[src/rtl/picosoc_bus_decoder_if.sv]
// Native PicoRV32 memory bus as seen by the address decoder: the CPU request
// port on one side and the shared request / per-slave response lines on the other.
interface picosoc_bus_decoder_if #(
    parameter int NUM_SLAVES = 4
);
    // Handshake on both sides: the requester raises valid with addr/wstrb/wdata
    // stable and holds it until the responder's ready is sampled high; ready is
    // a single-cycle pulse and rdata is meaningful only in that cycle. wstrb==0
    // marks a read.
    logic                    mem_valid;
    logic [31:0]             mem_addr;
    logic [3:0]              mem_wstrb;
    logic [31:0]             mem_wdata;
    logic                    mem_ready;
    logic [31:0]             mem_rdata;

    logic [NUM_SLAVES-1:0]   s_valid;
    logic [31:0]             s_addr;
    logic [3:0]              s_wstrb;
    logic [31:0]             s_wdata;
    logic [NUM_SLAVES-1:0]   s_ready;
    logic [32*NUM_SLAVES-1:0] s_rdata;

    // The environment: CPU driving requests and slaves driving responses.
    modport master (
        output mem_valid, mem_addr, mem_wstrb, mem_wdata,
        input  mem_ready, mem_rdata,
        input  s_valid, s_addr, s_wstrb, s_wdata,
        output s_ready, s_rdata
    );

    // The decoder itself.
    modport slave (
        input  mem_valid, mem_addr, mem_wstrb, mem_wdata,
        output mem_ready, mem_rdata,
        output s_valid, s_addr, s_wstrb, s_wdata,
        input  s_ready, s_rdata
    );
endinterface

[src/rtl/picosoc_bus_decoder.sv]
// Base/mask address decoder between the PicoRV32 memory port and NUM_SLAVES
// slaves, with registered select/response, unmapped/timeout error capture.
module picosoc_bus_decoder #(
    parameter int                       NUM_SLAVES     = 4,
    parameter logic [32*NUM_SLAVES-1:0] SLAVE_BASE     = {NUM_SLAVES{32'h0}},
    parameter logic [32*NUM_SLAVES-1:0] SLAVE_MASK     = {NUM_SLAVES{32'h0}},
    parameter int                       TIMEOUT_CYCLES = 255,
    parameter logic [31:0]              ERR_RDATA      = 32'hDEAD_BEEF
) (
    input  logic                  clk,
    input  logic                  reset,
    picosoc_bus_decoder_if.slave  bus,
    input  logic                  err_clear,
    output logic                  err_flag,
    output logic [31:0]           err_addr,
    output logic [1:0]            state_dbg   // 0 = IDLE, 1 = WAIT, 2 = RESP
);

    localparam int SEL_W = (NUM_SLAVES > 1) ? $clog2(NUM_SLAVES) : 1;
    localparam int TMR_W = (TIMEOUT_CYCLES > 0) ? $clog2(TIMEOUT_CYCLES + 1) : 1;
    localparam bit TIMEOUT_EN = (TIMEOUT_CYCLES != 0);
    localparam logic [TMR_W-1:0] TIMER_LAST =
        (TIMEOUT_CYCLES > 0) ? TMR_W'(TIMEOUT_CYCLES - 1) : '0;

    typedef enum logic [1:0] {
        ST_IDLE = 2'd0,
        ST_WAIT = 2'd1,
        ST_RESP = 2'd2
    } state_t;

    state_t                state_q, state_d;
    logic [SEL_W-1:0]      sel_q, sel_d;
    logic [TMR_W-1:0]      timer_q, timer_d;
    logic [NUM_SLAVES-1:0] s_valid_q, s_valid_d;
    logic                  mem_ready_q, mem_ready_d;
    logic [31:0]           mem_rdata_q, mem_rdata_d;
    logic [31:0]           s_addr_q, s_addr_d;
    logic [3:0]            s_wstrb_q, s_wstrb_d;
    logic [31:0]           s_wdata_q, s_wdata_d;
    logic                  err_flag_q, err_flag_d;
    logic [31:0]           err_addr_q, err_addr_d;

    logic                  hit_any;
    logic [SEL_W-1:0]      hit_idx;
    logic                  sel_ready;
    logic [31:0]           sel_rdata;

    // Walk from the top index down so the lowest-index hit is the one left standing.
    always_comb begin
        hit_any = 1'b0;
        hit_idx = '0;
        for (int i = NUM_SLAVES - 1; i >= 0; i--) begin
            if ((bus.mem_addr & SLAVE_MASK[32*i +: 32]) == SLAVE_BASE[32*i +: 32]) begin
                hit_any = 1'b1;
                hit_idx = SEL_W'(i);
            end
        end
    end

    assign sel_ready = bus.s_ready[sel_q];
    assign sel_rdata = bus.s_rdata[32*sel_q +: 32];

    always_ff @(posedge clk) begin
        if (reset) begin
            state_q     <= ST_IDLE;
            sel_q       <= '0;
            timer_q     <= '0;
            s_valid_q   <= '0;
            mem_ready_q <= 1'b0;
            mem_rdata_q <= '0;
            s_addr_q    <= '0;
            s_wstrb_q   <= '0;
            s_wdata_q   <= '0;
            err_flag_q  <= 1'b0;
            err_addr_q  <= '0;
        end else begin
            state_q     <= state_d;
            sel_q       <= sel_d;
            timer_q     <= timer_d;
            s_valid_q   <= s_valid_d;
            mem_ready_q <= mem_ready_d;
            mem_rdata_q <= mem_rdata_d;
            s_addr_q    <= s_addr_d;
            s_wstrb_q   <= s_wstrb_d;
            s_wdata_q   <= s_wdata_d;
            err_flag_q  <= err_flag_d;
            err_addr_q  <= err_addr_d;
        end
    end

    always_comb begin
        state_d     = state_q;
        sel_d       = sel_q;
        timer_d     = '0;
        s_valid_d   = '0;
        mem_ready_d = 1'b0;
        mem_rdata_d = mem_rdata_q;
        s_addr_d    = s_addr_q;
        s_wstrb_d   = s_wstrb_q;
        s_wdata_d   = s_wdata_q;
        // A clear is applied first so an error raised below in the same cycle overrides it.
        err_flag_d  = err_clear ? 1'b0 : err_flag_q;
        err_addr_d  = err_addr_q;

        unique case (state_q)
            ST_IDLE: begin
                if (bus.mem_valid) begin
                    s_addr_d  = bus.mem_addr;
                    s_wstrb_d = bus.mem_wstrb;
                    s_wdata_d = bus.mem_wdata;
                    if (hit_any) begin
                        sel_d              = hit_idx;
                        s_valid_d[hit_idx] = 1'b1;
                        state_d            = ST_WAIT;
                    end else begin
                        mem_rdata_d = ERR_RDATA;
                        mem_ready_d = 1'b1;
                        err_flag_d  = 1'b1;
                        err_addr_d  = bus.mem_addr;
                        state_d     = ST_RESP;
                    end
                end
            end

            ST_WAIT: begin
                if (!bus.mem_valid) begin
                    // CPU withdrew its request: drop silently, nothing to report.
                    state_d = ST_IDLE;
                end else if (sel_ready) begin
                    mem_rdata_d = sel_rdata;
                    mem_ready_d = 1'b1;
                    state_d     = ST_RESP;
                end else if (TIMEOUT_EN && (timer_q == TIMER_LAST)) begin
                    mem_rdata_d = ERR_RDATA;
                    mem_ready_d = 1'b1;
                    err_flag_d  = 1'b1;
                    err_addr_d  = s_addr_q;
                    state_d     = ST_RESP;
                end else begin
                    timer_d   = timer_q + 1'b1;
                    s_valid_d = s_valid_q;
                end
            end

            ST_RESP: begin
                state_d = ST_IDLE;
            end

            default: begin
                state_d = ST_IDLE;
            end
        endcase
    end

    assign bus.s_valid   = s_valid_q;
    assign bus.s_addr    = s_addr_q;
    assign bus.s_wstrb   = s_wstrb_q;
    assign bus.s_wdata   = s_wdata_q;
    assign bus.mem_ready = mem_ready_q;
    assign bus.mem_rdata = mem_rdata_q;
    assign err_flag      = err_flag_q;
    assign err_addr      = err_addr_q;
    assign state_dbg     = state_q;

    // Structural invariants of the registered outputs.
    a_sel_onehot : assert property (@(posedge clk) disable iff (reset) $onehot0(bus.s_valid));
    a_ready_pulse : assert property (@(posedge clk) disable iff (reset)
        bus.mem_ready |=> !bus.mem_ready);
    a_ready_excl : assert property (@(posedge clk) disable iff (reset)
        !(bus.mem_ready && (|bus.s_valid)));

endmodule

[src/flat_wrapper.sv]
// flat-port wrapper written by rule: the top's interface ports become plain ports
module picosoc_bus_decoder_flat 
#(
    parameter int                       NUM_SLAVES     = 4,
    parameter logic [32*NUM_SLAVES-1:0] SLAVE_BASE     = {NUM_SLAVES{32'h0}},
    parameter logic [32*NUM_SLAVES-1:0] SLAVE_MASK     = {NUM_SLAVES{32'h0}},
    parameter int                       TIMEOUT_CYCLES = 255,
    parameter logic [31:0]              ERR_RDATA      = 32'hDEAD_BEEF
)
  (clk, reset, err_clear, err_flag, err_addr, state_dbg, bus_mem_valid, bus_mem_addr, bus_mem_wstrb, bus_mem_wdata, bus_mem_ready, bus_mem_rdata, bus_s_valid, bus_s_addr, bus_s_wstrb, bus_s_wdata, bus_s_ready, bus_s_rdata);
  picosoc_bus_decoder_if #(.NUM_SLAVES(NUM_SLAVES)) bus_i ();
  input  logic clk;
  input  logic reset;
  input  logic err_clear;
  output logic err_flag;
  output logic [31:0] err_addr;
  output logic [1:0] state_dbg;
  input wire logic [$bits(bus_i.mem_valid)-1:0] bus_mem_valid;
  input wire logic [$bits(bus_i.mem_addr)-1:0] bus_mem_addr;
  input wire logic [$bits(bus_i.mem_wstrb)-1:0] bus_mem_wstrb;
  input wire logic [$bits(bus_i.mem_wdata)-1:0] bus_mem_wdata;
  output wire logic [$bits(bus_i.mem_ready)-1:0] bus_mem_ready;
  output wire logic [$bits(bus_i.mem_rdata)-1:0] bus_mem_rdata;
  output wire logic [$bits(bus_i.s_valid)-1:0] bus_s_valid;
  output wire logic [$bits(bus_i.s_addr)-1:0] bus_s_addr;
  output wire logic [$bits(bus_i.s_wstrb)-1:0] bus_s_wstrb;
  output wire logic [$bits(bus_i.s_wdata)-1:0] bus_s_wdata;
  input wire logic [$bits(bus_i.s_ready)-1:0] bus_s_ready;
  input wire logic [$bits(bus_i.s_rdata)-1:0] bus_s_rdata;
  assign bus_i.mem_valid = bus_mem_valid;
  assign bus_i.mem_addr = bus_mem_addr;
  assign bus_i.mem_wstrb = bus_mem_wstrb;
  assign bus_i.mem_wdata = bus_mem_wdata;
  assign bus_mem_ready = bus_i.mem_ready;
  assign bus_mem_rdata = bus_i.mem_rdata;
  assign bus_s_valid = bus_i.s_valid;
  assign bus_s_addr = bus_i.s_addr;
  assign bus_s_wstrb = bus_i.s_wstrb;
  assign bus_s_wdata = bus_i.s_wdata;
  assign bus_i.s_ready = bus_s_ready;
  assign bus_i.s_rdata = bus_s_rdata;
  picosoc_bus_decoder #(.NUM_SLAVES(NUM_SLAVES), .SLAVE_BASE(SLAVE_BASE), .SLAVE_MASK(SLAVE_MASK), .TIMEOUT_CYCLES(TIMEOUT_CYCLES), .ERR_RDATA(ERR_RDATA)) u_core (.clk(clk), .reset(reset), .bus(bus_i), .err_clear(err_clear), .err_flag(err_flag), .err_addr(err_addr), .state_dbg(state_dbg));
endmodule
[config.mk]
export PLATFORM = sky130hd
export DESIGN_NAME = picosoc_bus_decoder_flat
export DESIGN_NICKNAME = d
export VERILOG_FILES = /design/src/rtl/picosoc_bus_decoder_if.sv /design/src/rtl/picosoc_bus_decoder.sv /design/src/flat_wrapper.sv
export SDC_FILE = /design/constraint.sdc
export NUM_CORES = 1
export LEC_CHECK = 0
export ABC_CLOCK_PERIOD_IN_PS = 1500
export BUFFER_PORTS_ARGS = -buffer_cell sky130_fd_sc_hd__buf_4
export CAP_MARGIN = 20
export CELL_PAD_IN_SITES_DETAIL_PLACEMENT = 1
export CELL_PAD_IN_SITES_GLOBAL_PLACEMENT = 2
export CORE_UTILIZATION = 20
export DETAILED_ROUTE_END_ITERATION = 8
export GPL_TIMING_DRIVEN = 1
export PLACE_DENSITY_LB_ADDON = 0.2
export SLEW_MARGIN = 20
export SYNTH_ARGS = -nofsm -noshare
export SYNTH_HDL_FRONTEND = slang
export SYNTH_SLANG_ARGS = --single-unit
[constraint.sdc]
create_clock -name clk -period 1.5 [get_ports clk]
set_input_delay 0.075 -clock clk [delete_from_list [all_inputs] [get_ports clk]]
set_output_delay 0.075 -clock clk [all_outputs]
set_load 0.02 [all_outputs]
==> out/results.md <==
## Setup path
- data required time of the critical path: 1.84 ns
- arrival time at the worst endpoint: 1.82 ns
- worst-path cell with the longest stage delay: sky130_fd_sc_hd__dfxtp_2
- critical register-to-register path endpoint: u_core.err_addr[15]
- depth of the worst register-to-register path: 7
- reg2reg setup slack: 0.02 ns
- largest fanout of any net on the critical path: 5
- Reg2Reg Launch Point: u_core.timer_q[0]
- cells traversed along the worst timing path: inv_2 > ha_4 > nand3_4 > nor4b_4 > buf_6 > clkbuf_16 > mux2i_1
- Worst Path Class, Setup: reg -> reg
- endpoint type of the worst setup path: flip-flop
- cell family with most CP delay: buffers and inverters
- slowest cell delay on critical path: 0.32 ns
- worst path buffer plus inverter count: 3
- startpoint kind of the worst setup timing path: flip-flop

## Outcome
- status: finished clean

## Pwr
- power after layout: 0.009976 W
- leak pwr: 3.858 nW
- Max VDD drop: 0.5652 mV
- Power per Cell Area: 1069 nW/µm²

## Clock tree
- TritonCTS Sinks: 145
- clock insertion delay at the later pin of the skew report: 0.42 ns
- clock tree from TritonCTS: built
- Inserted Clock Buffers: 17
- CTS Root Cell: sky130_fd_sc_hd__clkbuf_16
- number of H-tree branching levels: 4
- clock-pin slew on the worst setup and hold paths: 0.07 ns
- number of buffers between clock root and the deepest sink: 2

## Layout
- cell area after layout: 9334 µm²
- Final nets: 1142
- relative area change from synthesis to final layout: 68.97%
- fraction of layout cells with a size suffix above 1: 0.3622
- ant diodes: 0

## STA
- Layout Skew: 0.01464 ns
- Fmax: 0.6768 GHz
- final number of max-transition violations: 0
- Min Clock Period, post-route: 1.478 ns
- portion of the clock cycle consumed by the worst path in the final layout: 0.9850
- final hold slack: 0.05464 ns
- TNS Setup: 0 ns
- number of hold-slack violations in the final timing report: 0
- unrepaired setup endpoints after global routing: yes
- number of setup violations in the final report: 0
- smallest setup slack after layout: 0.02244 ns

## Detailed routing
- DRC Markers: 0
- detailed-router iteration count before antenna repair: 6
- number of nets still failing antenna checks after routing: 0
- total wire length: 20030 µm
- post-detailed-route wirelength per cell: 15.55 µm
- number of design-rule violations left by the first detailed-router iteration: 195
- total via count after detailed routing: 5437
- number of vias per cell after detailed routing: 4.221

## Floorplan
- I/O pins: 344
- Std-Cell Core Area: 27030 µm²
- die extent in y: 168.2 µm
- site row count: 60
- total die area: 28290 µm²
- initial core utilization: 0.2044
- horizontal extent of the die: 168.2 µm

## Logic synthesis
- Synth Instances: 615
- commonest cells in the netlist: 210 x sky130_fd_sc_hd__nand2_1, 145 x sky130_fd_sc_hd__dfxtp_1, 79 x sky130_fd_sc_hd__a21oi_1, 32 x sky130_fd_sc_hd__mux2i_1, 28 x sky130_fd_sc_hd__clkbuf_1
- cell with the most instances after synthesis: sky130_fd_sc_hd__nand2_1
- Synth area leaders: sky130_fd_sc_hd__dfxtp_1 53%, sky130_fd_sc_hd__nand2_1 14%, sky130_fd_sc_hd__a21oi_1 7.2%
- share of synthesized flip-flops with an asynchronous set or reset: 0
- Synth top area share: 0.5255
- number of flops mapped to enable cells by yosys: 0
- post-synthesis register bit count: 145
- cell area after synthesis: 5524 µm²
- syn_area_per_cell: 8.982 µm²
- yosys synthesis warning count: 0
- Yosys top cell by area: sky130_fd_sc_hd__dfxtp_1
- count of different cell masters after synthesis: 39
- fraction of the yosys area taken by sequential cells: 0.5255
- dominant register cell in the synthesized netlist: sky130_fd_sc_hd__dfxtp_1

## Placed design
- weighted congestion reported at the end of routability-driven placement: 0.6639
- total cell area at the placement stage: 7805 µm²
- Place WS: -0.1877 ns
- Port Buffer Count: 241
- post-detail-place hpwl: 12760 µm

## Global route
- number of global-route vias before repair: 5875
- total global routing overflow: 0
- Total Routing Usage GR: 0.1438
- pin count of the biggest net entering global routing: 79
- first-pass GRT wire length: 31880 µm
- initial antenna violation count: 0

## Job
- number of max-cap violations: 0

## Min path
- WHS Path Cells: 3
- class of the worst hold path: in -> reg
- Worst Hold Endpoint: u_core.bus.mem_rdata[3]
- min-delay src: bus_s_rdata[3]

per-layer routing:
metal | global-route usage | routed length, µm
met1 | 0.1710 | 8999
met2 | 0.2402 | 9277
met3 | 0.05336 | 1488
met4 | 0.04387 | 264
met5 | 0 | 0
cells in the final DEF (no fill, tap or decap), drive strengths merged, types with 2 or more instances in the layout:
cell type    count
a311oi           8
conb             3
nor2             5
bufinv           4
dfxtp          145
a21oi           79
nand2          210
o221ai          24
xor2             2
mux2i           32
o21ba           24
nand3            4
dlygate4sd3     77
clkinv           3
and3             2
buf            274
inv              7
clkbuf          19
ha               2
or3              2
clkinvlp         3
o21ai            4
what timing repair did:
action / 4_1_cts / 5_1_grt
resized for setup: 14 / 1
hold buffers: 77 / 0
setup buffers: 2 / 0
endpoints found under the setup margin: 32 / 42
gates cloned: 2 / 1
hold endpoints to repair: 77 / 0
pin swaps: 1 / 2
flip-flops by register name, indices dropped and copies added, names as in the netlist, 2 cells and up:
| name | flops |
|---|---|
| u_core.state_dbg | 2 |
| u_core.err_addr | 32 |
| u_core.bus.mem_rdata | 32 |
| u_core.bus.s_wdata | 32 |
| u_core.bus.s_addr | 32 |
| u_core.timer_q | 8 |
| u_core.bus.s_wstrb | 4 |
layout make-up:
| class | instances | area, µm² |
|---|---|---|
| clock buffers | 18 | 429.2 |
| fillers | 3163 | 17690 |
| multi-input cells | 415 | 2351 |
| well taps | 341 | 426.7 |
| clock inverters | 12 | 182.7 |
| inverters | 5 | 20.02 |
| repair buffers | 352 | 3017 |
| flip-flops and latches | 145 | 2908 |
per-stage QoR:
step / std cells / utilization
floorplan: 617 / -
global placement: 1176 / 0.2888
detailed placement: 1176 / 0.2888
CTS: 1287 / 0.3443
global route: 1288 / 0.3454
finish: 1288 / 0.3454
tightest hold or removal path, cell delays in order:
cell and delay [ns]:
sky130_fd_sc_hd__buf_4 0.08, sky130_fd_sc_hd__o221ai_1 0.08, sky130_fd_sc_hd__o21ba_2 0.22
power breakdown:
group / total [W] / internal [W] / switching (W)
Clock: 0.00457 / 0.00278 / 0.00178
Combinational: 0.00132 / 0.000657 / 0.000666
Sequential: 0.00409 / 0.00399 / 0.0000930
cell families (layout without fill, tap and decap cells):
| kind of cell | count (synthesis) | in the layout | synth area share |
|---|---|---|---|
| compound gates | 143 | 143 | 0.1767 |
| simple gates | 232 | 232 | 0.1740 |
| xor+xnor | 3 | 3 | 0.004757 |
| buf+inv | 57 | 387 | 0.05594 |
| flops | 145 | 145 | 0.5255 |
| fa+ha+maj | 2 | 2 | 0.004529 |
| other cells | 1 | 3 | 0.0006789 |
| mux | 32 | 32 | 0.05798 |
worst max-delay path by stage:
stage	startpoint	end	slack (ns)	cells after the start
after floorplan	u_core.timer_q[0]	u_core.err_addr[10]	0.04	7
after global placement	u_core.timer_q[0]	u_core.err_addr[7]	-0.15	6
after detailed placement	u_core.timer_q[0]	u_core.err_addr[10]	-0.19	6
after CTS	u_core.timer_q[0]	u_core.err_addr[13]	-0.06	7
after global routing	u_core.timer_q[0]	u_core.err_addr[28]	-0.07	7
final	u_core.timer_q[0]	u_core.err_addr[15]	0.02	7
Power figures use the tool's default switching activity.
